`src/rtl/mips_pkg.sv`:
```
// ============================================================================
// Module      : mips_pkg
// Description : Shared opcode constants, fetch-state encoding and reset PC.
// Revision    : 1.0 - initial release
// ============================================================================
`default_nettype none

package mips_pkg;

    localparam logic [31:0] DEFAULT_RESET_PC = 32'h0000_0000;

    localparam logic [5:0] OP_RTYPE  = 6'b000000;
    // Jumps occupy 0100xx; OP_J is the canonical member, OP_J_MASK selects the fixed bits.
    localparam logic [5:0] OP_J      = 6'b010000;
    localparam logic [5:0] OP_J_MASK = 6'b111100;
    localparam logic [5:0] OP_LW     = 6'b011100;
    localparam logic [5:0] OP_SW     = 6'b011101;
    localparam logic [5:0] OP_BEQ    = 6'b100000;
    localparam logic [5:0] OP_BNE    = 6'b101000;

    typedef enum logic [1:0] {
        IDLE  = 2'd0,
        FETCH = 2'd1,
        HOLD  = 2'd2,
        FAULT = 2'd3
    } fetch_state_t;

endpackage

`default_nettype wire

```
`src/rtl/next_pc.sv`:
```
// ============================================================================
// Module      : next_pc
// Description : Combinational next-PC selection (jump > taken branch > PC+4).
// Revision    : 1.0 - initial release
// ============================================================================
`default_nettype none

module next_pc
    import mips_pkg::*;
(
    input  logic [31:0] PC,
    input  logic [31:0] Instr,
    input  logic        Jump,
    input  logic        Branch,
    input  logic        Zero,
    output logic [31:0] NextPC
);

    logic [31:0] w_pc4;
    logic [31:0] w_br_off;
    logic [5:0]  w_op;
    logic        w_taken;

    assign w_pc4    = PC + 32'd4;
    assign w_br_off = {{14{Instr[15]}}, Instr[15:0], 2'b00};
    assign w_op     = Instr[31:26];

    // Only beq/bne can be taken; any other opcode with Branch set falls through.
    assign w_taken  = (w_op == OP_BEQ) ? Zero :
                      (w_op == OP_BNE) ? !Zero : 1'b0;

    always_comb begin
        NextPC = w_pc4;
        if (Jump) begin
            NextPC = {w_pc4[31:28], Instr[25:0], 2'b00};
        end else if (Branch && w_taken) begin
            NextPC = w_pc4 + w_br_off;
        end
    end

endmodule

`default_nettype wire

```
`src/rtl/fetch_unit.sv`:
```
// ============================================================================
// Module      : fetch_unit
// Description : Instruction fetch FSM with held instruction and PC update.
//               Optional fetch timeout enabled by defining FETCH_TIMEOUT_EN.
// Revision    : 1.0 - initial release
// ============================================================================
`default_nettype none

module fetch_unit
    import mips_pkg::*;
#(
    parameter logic [31:0] RESET_PC       = DEFAULT_RESET_PC,
    parameter int          TIMEOUT_CYCLES = 16
) (
    input  logic        clk,
    input  logic        reset,
    output logic        IMemReq,
    output logic [31:0] IMemAddr,
    input  logic        IMemReady,
    input  logic [31:0] IMemData,
    output logic [31:0] Instr,
    output logic [5:0]  Opcode,
    output logic [31:0] PC,
    output logic        InstrValid,
    input  logic        Advance,
    input  logic        Jump,
    input  logic        Branch,
    input  logic        Zero,
    output logic        Fault
);

    fetch_state_t r_state;
    fetch_state_t w_state_nxt;
    logic [31:0]  r_pc;
    logic [31:0]  r_instr;
    logic [31:0]  w_next_pc;
    logic         w_capture;
    logic         w_retire;

`ifdef FETCH_TIMEOUT_EN
    localparam int                c_tmo_width = $clog2(TIMEOUT_CYCLES + 1);
    localparam logic [c_tmo_width-1:0] c_tmo_limit = c_tmo_width'(TIMEOUT_CYCLES);

    logic [c_tmo_width-1:0] r_tmo_cnt;
    logic                   w_tmo_hit;

    assign w_tmo_hit = (r_tmo_cnt + c_tmo_width'(1)) == c_tmo_limit;

    always_ff @(posedge clk) begin
        if (reset) begin
            r_tmo_cnt <= '0;
        end else if (r_state != FETCH && w_state_nxt == FETCH) begin
            r_tmo_cnt <= '0;
        end else if (r_state == FETCH && !IMemReady) begin
            r_tmo_cnt <= r_tmo_cnt + c_tmo_width'(1);
        end
    end
`endif

    always_ff @(posedge clk) begin
        if (reset) begin
            r_state <= IDLE;
        end else begin
            r_state <= w_state_nxt;
        end
    end

    always_comb begin
        w_state_nxt = r_state;
        IMemReq     = 1'b0;
        InstrValid  = 1'b0;
        Fault       = 1'b0;
        w_capture   = 1'b0;
        w_retire    = 1'b0;
        case (r_state)
            IDLE: begin
                w_state_nxt = FETCH;
            end
            FETCH: begin
                IMemReq = 1'b1;
                if (IMemReady) begin
                    w_capture   = 1'b1;
                    w_state_nxt = HOLD;
                end
`ifdef FETCH_TIMEOUT_EN
                else if (w_tmo_hit) begin
                    w_state_nxt = FAULT;
                end
`endif
            end
            HOLD: begin
                InstrValid = 1'b1;
                if (Advance) begin
                    w_retire    = 1'b1;
                    w_state_nxt = FETCH;
                end
            end
`ifdef FETCH_TIMEOUT_EN
            FAULT: begin
                Fault = 1'b1;
            end
`endif
            default: begin
                w_state_nxt = IDLE;
            end
        endcase
    end

    // Reset wins over a same-cycle IMemReady, so a late response is dropped.
    always_ff @(posedge clk) begin
        if (reset) begin
            r_pc    <= RESET_PC;
            r_instr <= 32'h0000_0000;
        end else begin
            if (w_capture) begin
                r_instr <= IMemData;
            end
            if (w_retire) begin
                r_pc <= w_next_pc;
            end
        end
    end

    next_pc u_next_pc (
        .PC     (r_pc),
        .Instr  (r_instr),
        .Jump   (Jump),
        .Branch (Branch),
        .Zero   (Zero),
        .NextPC (w_next_pc)
    );

    assign IMemAddr = r_pc;
    assign PC       = r_pc;
    assign Instr    = r_instr;
    assign Opcode   = r_instr[31:26];

endmodule

`default_nettype wire

```
`config.mk`:
```
export PLATFORM = sky130hd
export DESIGN_NAME = fetch_unit
export DESIGN_NICKNAME = d
export VERILOG_FILES = /design/src/rtl/mips_pkg.sv /design/src/rtl/next_pc.sv /design/src/rtl/fetch_unit.sv
export SDC_FILE = /design/constraint.sdc
export NUM_CORES = 1
export LEC_CHECK = 0
export ABC_AREA = 1
export CAP_MARGIN = 20
export CORE_ASPECT_RATIO = 0.6
export CORE_MARGIN = 2
export CORE_UTILIZATION = 47
export CTS_CLUSTER_SIZE = 30
export DETAILED_ROUTE_END_ITERATION = 8
export PLACE_DENSITY = 0.79
export REMOVE_ABC_BUFFERS = 1
export SLEW_MARGIN = 40
export SYNTH_ARGS = -nofsm -noshare
export SYNTH_HDL_FRONTEND = slang
export SYNTH_SLANG_ARGS = --single-unit
```
`constraint.sdc`:
```
create_clock -name clk -period 2.8 [get_ports clk]
set_input_delay 0.84 -clock clk [delete_from_list [all_inputs] [get_ports clk]]
set_output_delay 0.84 -clock clk [all_outputs]
set_load 0.005 [all_outputs]
```
Yosys cells after proc, flatten, opt, wreduce, memory -nomap -nowiden
Index checks and enable logic that the tools add are counted.
{ "totals": {"reg_bits": 66, "wordCells": 28} }
{ "classes": {"add_sub_neg": 2, "eq_ne": 6, "mux": 13, "n_reduce_logical": 4} }
{ "ops": {"columns": ["operator", "n"], "rows": [
  ["2-to-1 mux 32 bit", 2],
  ["adder 32 x 3 -> 32 bit, second input constant", 1],
  ["adder 32 bit", 1],
  ["== test 6 bit, second input constant", 2],
  ["2-to-1 mux 1 bit", 8],
  ["one-hot mux 2 bit (3 select lines)", 1],
  ["2-to-1 mux 2 bit", 2],
  ["!= test 2 bit, second input constant", 2],
  ["== test 2 x 1 -> 1 bit, second input constant", 1],
  ["== test 2 bit, second input constant", 1],
  ["zero test 2 bit", 1],
  ["AND reduction 2 bit", 1],
  ["logical AND 1 bit", 1],
  ["zero test 1 bit", 1]
]} }

Logic depth before layout (Yosys ltp)
Gate-level depths: netlist (run 1).
{ "logic_depth": {"depth_word": 6, "depth_mapped": 23, "mapped_depth_nobuf": 23} }

Cells and area by module
From an unflattened synthesis (run 1), not the netlist that was laid out.
{ "hier_totals": {"cells_unflattened": 1178, "area_unflattened_um2": 6560.0} }
{ "modules_own_cells": {"columns": ["mod", "n_inst", "cells_per_inst", "area_per_inst_um2", "seq_area_each_um2"], "rows": [
  ["next_pc", 1, 720, 3567.2, 0.0],
  ["fetch_unit", 1, 458, 2992.9, 1321.3]
]} }

Worst setup path before layout (run 1)
OpenSTA, ideal clock, no wires.
{ "synth_timing": {"kind": "register to register", "startpoint": "reg r_pc[2] (netlist: IMemAddr[2])", "endpoint": "reg r_pc[27] (netlist: IMemAddr[27])", "setup_time_ns": 0.132, "t_arrival_ns": 2.559, "path_slack_ns": 0.109, "path_stages_with_launch": 21, "n_path_buf": 0, "cell_sequence": "dfxtp_1 ha_1 inv_1 nor2_4 nand2_1 nor2_1 nand3_1 xor2_1 inv_1 ha_1 nand2_1 nor2_1 nand2_1 nor3_1 nand2_1 nand3_1 nand2_1 nand3_1 nand2_1 nand2_1 a21oi_1"} }
{ "synth_via": {"elab_chain_len": 4} }
{ "synth_rtl": {"columns": ["element", "line_no", "text"], "rows": [
  ["start: declaration", "fetch_unit.sv:34", "logic [31:0] r_pc;"],
  ["start signal: assignment", "fetch_unit.sv:119", "r_pc <= w_next_pc;"],
  ["adder 32 x 3 -> 32 bit *", "next_pc.sv:24", "assign w_pc4 = PC + 32'd4;"],
  ["adder 32 bit", "next_pc.sv:37", "NextPC = w_pc4 + w_br_off;"],
  ["2-to-1 mux 32 bit *", "next_pc.sv:36", "end else if (Branch && w_taken) begin"],
  ["2-to-1 mux 32 bit *", "next_pc.sv:34", "if (Jump) begin"]
]} }
Mark *: on every way between the ends. The rest lies on a longest branch, timed or not.
A chain may end at the register's enable or synchronous reset.

Final worst setup path (run 1)
{ "layout_timing": {"startpoint": "reg r_pc[12] (netlist: IMemAddr[12])", "endpoint": "reg r_pc[15] (netlist: IMemAddr[15])"} }
Same word-level chain as after synthesis.

==> qor.txt, run 1 <==
min-delay worst type = flop to flop
Layout Nets = 1,393
Mapped Cells = 1,074
CP Data Arrival Time = 3.21 ns
Worst Setup End Kind = flop
worst setup path endpoint = IMemAddr[15]$_SDFFE_PP0P_
CTS root buffer = clkbuf_16
largest net degree at the start of global routing = 51
Worst R2R Path Depth = 20
Slew HR = 62.23%
H-Tree Depth = 3
Via density = 5.765
Worst-Skew Late Latency = 0.35 ns
met2 wire len = 12.39 mm
GRT Util Overall = 34.18%
Yosys reg bits = 64
num rows = 32
Pleak = 4.755 nW
Placed Area = 8529 um2
worst-path fanout max = 3
CTS tree = built
max-cap viol count = 0
die outline area = 14,370 um2
setup clock skew after layout = 0.01143 ns
maximum vdd drop = 0.2983 mV
die width = 153.5 um
status = finished, violations left
initial antenna violation count = 0
crit share post-route = 104.8%
final hold slack = 0.4708 ns
Initial Util = 48.55%
failing checks = setup timing
R2R Path Start = IMemAddr[12]$_SDFFE_PP0P_
Clk pin slew, worst setup/hold paths = 0.07 ns
ANT cells = 0
Avg Inst Size Synth = 5.865 um2
kind of critical path = flop to flop
DRC = 0
DRT Pass-1 Iters = 5
Final setup viols = 15
Peak Freq = 0.3409 GHz
Worst EP required = 3.07 ns
cell area power density = 277.7 nW/um2
PortBufs = 138
Syn-to-layout area delta = 65.16%
synthesized cell area = 6299 um2
Hold Vio Cnt, Final = 0
Ys Warns = 0
fin. max-slew vios = 0
first-pass GRT wire length = 38.54 mm
via count = 8,596
RSZ-0062 raised after global routing = yes
Sink Count = 64
Seq/Total Area, Yosys = 20.34%
DR top layer = met4
Remaining Overflow, GRT = 0
reg-to-reg endpoint = IMemAddr[15]$_SDFFE_PP0P_
Iter 0 DRT Violations = 1,042
GPL Wtd Cong = 1.021
register-to-register setup slack = -0.13 ns
final wirelength = 28.84 mm
CTS Buffer Depth = 2
Worst Max-Slew Pin Slew = 0.5665 ns
Core ar. = 12,970 um2
Top Ports = 144
distinct cell type count after synthesis = 38
Num CTS Buffers = 9
final worst path period need = 2.933 ns
DPL Wire Length = 19.00 mm
CP Launch Type = flop
ANT nets after route = 0
met3 routed WL = 3.982 mm
routed length per placed instance = 19.34 um
M1 wire length = 11.31 mm
Die Ht = 93.67 um
post-route cell area = 10,400 um2
number of global-route vias before repair = 7,279
Final WS setup = -0.1331 ns
fraction of layout instances using a drive strength above 1 = 35.12%
CP Launch Point = IMemAddr[12]$_SDFFE_PP0P_
==> power breakdown <==
part,internal (W),switching (W),total (W)
sequential,0.000940,0.0000415,0.000981
combinational,0.000315,0.000320,0.000634
clock,0.000785,0.000488,0.00127
total,0.00204,0.000849,0.00289
==> placed cells by master, fill, tap and decap left out, types with 5 or more instances in the layout <==
cell               n
nand2_1          248
buf_4            144
clkdlybuf4s50_1  138
inv_1            121
a21oi_1           98
nand3_1           76
nand2_2           72
dfxtp_1           47
o21ai_0           31
inv_2             30
nor2_1            28
ha_4              25
nor2_4            24
nor2_2            24
nand2_4           20
a21oi_2           18
buf_6             14
ha_1              11
dfxtp_4           10
nor3_4             9
nand3_2            9
nand4_1            9
xnor2_1            9
o21ai_1            9
clkbuf_16          9
dfxtp_2            7
xor2_2             6
o211ai_1           6
nand3b_1           5
xor2_4             5
conb_1             5
==> per-layer routing <==
| metal | track usage, % | vias to the layer above |
|---|---|---|
| met3 | 9.271 | 126 |
| met1 | 48.74 | 3947 |
| li1 | - | 3853 |
| met4 | 7.339 | 0 |
| met2 | 51.67 | 670 |
| met5 | 0 | - |
==> state kept, by name, summed over array words and instances (netlist names) <==
signal    cells
Instr        32
r_state       2
IMemAddr     30
==> metrics by stage <==
| step | total power [W] | setup slack [ns] | utilization, % | std cells | TNS, ns |
|---|---|---|---|---|---|
| 2_1_floorplan | 0.001201 | 0.07803 | - | 1005 | 0 |
| 3_3_place_gp | 0.001507 | -0.2787 | 65.75 | 1450 | -2.682 |
| 3_5_place_dp | 0.001516 | -0.3275 | 65.75 | 1450 | -3.229 |
| 4_1_cts | 0.002781 | -0.02019 | 70.86 | 1469 | -0.02581 |
| 5_1_grt | 0.002963 | -0.1758 | 80.19 | 1491 | -2.772 |
| 6_report | 0.002889 | -0.1331 | 80.19 | 1491 | -0.6974 |
==> cell usage after synthesis <==
cell      count  area [um2]
xnor2_1       9       78.83
dfxtp_1      64        1281
a21oi_2       3       26.28
xor2_1       13       113.9
nor2_2        4       25.02
ha_1         37       462.9
clkinv_1      1       3.750
buf_2         3       15.01
fa_1          1       20.02
nor2_1       68       255.2
o211ai_1      6       45.04
o21bai_2      1       11.26
clkbuf_1     29       108.9
nand2_1     329        1235
and2_1        2       12.51
o21bai_1      7       52.55
inv_1       148       555.5
buf_4        41       307.8
a21oi_1     116       580.6
a31oi_1       2       12.51
nand3_2       1       10.01
o21ai_0      36       180.2
nor3_2        4       40.04
inv_2         7       26.28
nand2_4       1       11.26
nor3_4        2       32.53
nand4_1       9       56.30
o21ai_1       6       30.03
xor2_2        1       16.27
or2_2         4       25.02
conb_1        1       3.750
nand3b_1      5       37.54
nor3_1        7       35.03
nand3_1      88       440.4
nand2_2      10       62.56
a21o_1        3       22.52
nor2_4        4       45.04
nor2_8        1       20.02
==> worst max-delay path: stages, from the launching register on <==
cell and delay (ns):
dfxtp_4 0.38, nand2_4 0.07, buf_6 0.12, nor3_4 0.25, nand2_2 0.12, nor2_4 0.14
buf_12 0.13, xor2_4 0.22, ha_4 0.25, nand2_4 0.08, inv_1 0.05, nand2_1 0.07
nand2_2 0.09, o21bai_2 0.23, inv_2 0.09, nand2_4 0.07, nand2_1 0.08, nand3_1 0.06
nand3_1 0.09, nand2_1 0.09, a21oi_1 0.16
==> how the worst min path moves through the flow <==
| stage | from | end | slack (ns) | cells past startpoint |
|---|---|---|---|---|
| after floorplan | Instr[16]$_SDFFE_PP0P_ | Instr[16]$_SDFFE_PP0P_ | 0.46 | 2 |
| after global placement | Instr[24]$_SDFFE_PP0P_ | Instr[24]$_SDFFE_PP0P_ | 0.45 | 2 |
| after detailed placement | Instr[17]$_SDFFE_PP0P_ | Instr[17]$_SDFFE_PP0P_ | 0.46 | 2 |
| after CTS | Instr[17]$_SDFFE_PP0P_ | Instr[17]$_SDFFE_PP0P_ | 0.47 | 2 |
| after global routing | Instr[17]$_SDFFE_PP0P_ | Instr[17]$_SDFFE_PP0P_ | 0.50 | 2 |
| final | Instr[24]$_SDFFE_PP0P_ | Instr[24]$_SDFFE_PP0P_ | 0.47 | 2 |
==> area by class of cell <==
class | count | area [um2]
Sequential cell | 64 | 1328
Multi-Input combinational cell | 785 | 5245
Fill cell | 857 | 2570
Inverter | 156 | 595.6
Clock buffer | 10 | 229.0
Tap cell | 170 | 212.7
Timing Repair Buffer | 300 | 2700
Clock inverter | 6 | 92.59
==> what timing repair did <==
action,in CTS,in global routing
hold buffers,0,0
setup endpoints to repair,21,24
gates cloned,0,0
pin swaps,14,94
setup buffers,3,22
resized for setup,68,271
==> cell families (layout without fill, tap and decap cells) <==
group,Yosys count,in the layout,share of synthesized area (%)
compound gates,180,180,15.26
xor+xnor,23,23,3.318
fa+ha+maj,38,38,7.668
buf+inv,229,472,16.15
flops,64,64,20.34
other cells,1,5,0.05954
simple gates,539,539,37.21
(Power assumes the default switching activity.)
==> run 2: changes to the inputs <==
- CORE_MARGIN: 2 -> 4
==> qor.txt, run 2 (same netlist as run 1, synthesis figures left out) <==
Via density = 5.817 (+0.91%)
DRT Pass-1 Iters = 9 (+4)
DRC = 23 (+23)
Initial Util = 48.55% (unchanged)
CTS Buffer Depth = 2 (unchanged)
DPL Wire Length = 19.44 mm (+2.3%)
die width = 157.5 um (+2.6%)
final cell count without fillers = 1,512 (+1.4%)
first-pass GRT wire length = 40.52 mm (+5.1%)
failing checks = DRC, setup timing
total power = 0.002988 W (+3.4%)
Worst EP required = 3.02 ns (-0.05 ns)
min-delay worst type = flop to flop
Num CTS Buffers = 9 (unchanged)
Peak Freq = 0.3300 GHz (-3.2%)
sw power = 0.0008472 W (-0.22%)
Int Power = 0.002141 W (+4.9%)
Worst Setup End Kind = flop
CTS root buffer = clkbuf_16
Iter 0 DRT Violations = 1,131 (+8.5%)
Core ar. = 12,970 um2 (unchanged)
Max stage delay on crit path = 0.38 ns (about the same)
Top Ports = 144 (unchanged)
Syn-to-layout area delta = 69.93%
kind of critical path = flop to flop
H-Tree Depth = 3 (unchanged)
cell area power density = 279.2 nW/um2 (+0.53%)
Slew HR = 57.39% (-4.8 points)
ANT nets after route = 0 (unchanged)
crit path max-delay cell type = dfxtp_4
max-cap viol count = 0 (unchanged)
number of global-route vias before repair = 7,742 (+6.4%)
worst slack, placed = -0.4208 ns (-0.09333 ns)
largest net degree at the start of global routing = 51 (unchanged)
Hold Vio Cnt, Final = 0 (unchanged)
maximum vdd drop = 0.3272 mV (+9.7%)
Remaining Overflow, GRT = 0 (unchanged)
CTS tree = built
RSZ-0062 raised after global routing = yes
Worst Max-Slew Pin Slew = 0.6385 ns (+0.07197 ns)
status = finished, violations left
Layout Nets = 1,414 (+1.5%)
Placed Instances = 1,455 (+0.34%)
commonest non-fill, non-tap cell in the layout = nand2_1
final worst path period need = 3.031 ns (+0.09737 ns)
Final setup viols = 19 (+4)
setup clock skew after layout = 0.01018 ns (-0.001247 ns)
most frequent cells in the layout = nand2_1 (247), buf_4 (157), clkdlybuf4s50_1 (138)
PortBufs = 138 (unchanged)
Sink Count = 64 (unchanged)
switching fraction of total power = 28.36% (-1.0 points)
CP Data Arrival Time = 3.25 ns (+0.04 ns)
Top Family by Delay on Critical Path = simple AND/OR/NAND/NOR gates
final wirelength = 29.95 mm (+3.8%)
ANT cells = 0 (unchanged)
Die Ht = 97.67 um (+4.3%)
initial antenna violation count = 0 (unchanged)
worst-path fanout max = 4 (+1)
fin. max-slew vios = 0 (unchanged)
GPL Wtd Cong = 1.010 (-1.1%)
Reg power frac = 32.9% (-1.1 points)
crit share post-route = 108.2% (+3.5 points)
Comb pwr share = 21.6% (-0.4 points)
CP Launch Type = flop
num rows = 32 (unchanged)
CP cell instances = buf_6, nand4_1, nor2_4, nand2_4, buf_6, nor2_4, nand2_2, nand2_2, inv_2, ha_4, buf_4, nand2_4, nor2_4, inv_2, nor3_4, nand3_2, nand4_1, nand3_2, nand2_2, a21oi_2
CTS Hold Bufs = 0 (unchanged)
fraction of layout instances using a drive strength above 1 = 37.03% (+1.9 points)
Largest register FFs = 32 (unchanged)
Pleak = 4.958 nW (+4.3%)
Worst-Skew Late Latency = 0.34 ns (about the same)
Final WS setup = -0.2305 ns (-0.09737 ns)
routed length per placed instance = 19.81 um (+2.4%)
GRT Util Overall = 33.08% (-1.1 points)
die outline area = 15,380 um2 (+7.0%)
crit path buf inv count = 5 (+1)
clock share of power = 45.5% (+1.4 points)
Filler Cell Count = 790 (-7.8%)
via count = 8,796 (+2.3%)
Clk pin slew, worst setup/hold paths = 0.06 ns (about the same)
[run 2: final timing paths]
path                                                from                        end  slack [ns]  depth (start not counted)
worst max-delay path            IMemAddr[8]$_SDFFE_PP0P_  IMemAddr[25]$_SDFFE_PP0P_       -0.23                         20
worst min-delay path              Instr[20]$_SDFFE_PP0P_     Instr[20]$_SDFFE_PP0P_        0.47                          2
worst max register to register  IMemAddr[8]$_SDFFE_PP0P_  IMemAddr[25]$_SDFFE_PP0P_       -0.23                         20
worst min register to register    Instr[20]$_SDFFE_PP0P_     Instr[20]$_SDFFE_PP0P_        0.47                          2
[run 2: tightest hold or removal path: stages (launching register included)]
cell,delay [ns]
dfxtp_1,0.31
inv_1,0.07
a21oi_1,0.05
[run 2: repair_timing]
| item | in CTS | in global routing |
|---|---|---|
| endpoints found under the setup margin | 20 | 23 |
| buffers inserted | 18 | 23 |
| pin swaps | 60 | 116 |
| resized for setup | 150 | 205 |
[run 2: metrics by stage]
stage	hold WS, ns	utilization, %	instance area [um2]	setup TNS, ns
2_1_floorplan	0.4619	-	5882	0
3_3_place_gp	0.4547	66.23	8592	-3.213
3_5_place_dp	0.4669	66.23	8592	-5.180
4_1_cts	0.4739	74.48	9662	-0.09159
5_1_grt	0.4972	82.50	10700	-3.881
6_report	0.4739	82.50	10700	-1.996
[run 2: area by class of cell]
class | instances | area [um2] | area share [%]
Multi-Input combinational cell | 785 | 5331 | 49.81
Clock inverter | 6 | 115.1 | 1.076
Inverter | 156 | 590.6 | 5.518
Sequential cell | 64 | 1328 | 12.40
Timing Repair Buffer | 321 | 2897 | 27.06
Tap cell | 170 | 212.7 | 1.987
Clock buffer | 10 | 229.0 | 2.139
[run 2: power groups by stage]
| stage | clock, W | sequential (W) | combinational (W) |
|---|---|---|---|
| 6_report | 0.00136 | 0.000983 | 0.000647 |
| 5_1_grt | 0.00139 | 0.000986 | 0.000688 |
| 3_5_place_dp | 0 | 0.00100 | 0.000510 |
| 3_3_place_gp | 0 | 0.00100 | 0.000500 |
| 2_1_floorplan | 0 | 0.00101 | 0.000193 |
| 4_1_cts | 0.00135 | 0.000980 | 0.000557 |
[run 2: per-layer routing]
metal / track usage (%) / routed length [um] / vias up
met3: 8.545 / 4180 / 184
met5: 0 / 0 / -
met2: 49.39 / 12760 / 741
met1: 47.03 / 11450 / 3990
li1: - / - / 3881
met4: 8.989 / 1556 / 0
==> run 3: changes to the inputs <==
- ABC_CLOCK_PERIOD_IN_PS: not set -> 2800
==> results of run 3 <==
Final layout, timing and power as in run 2 (identical DEF).
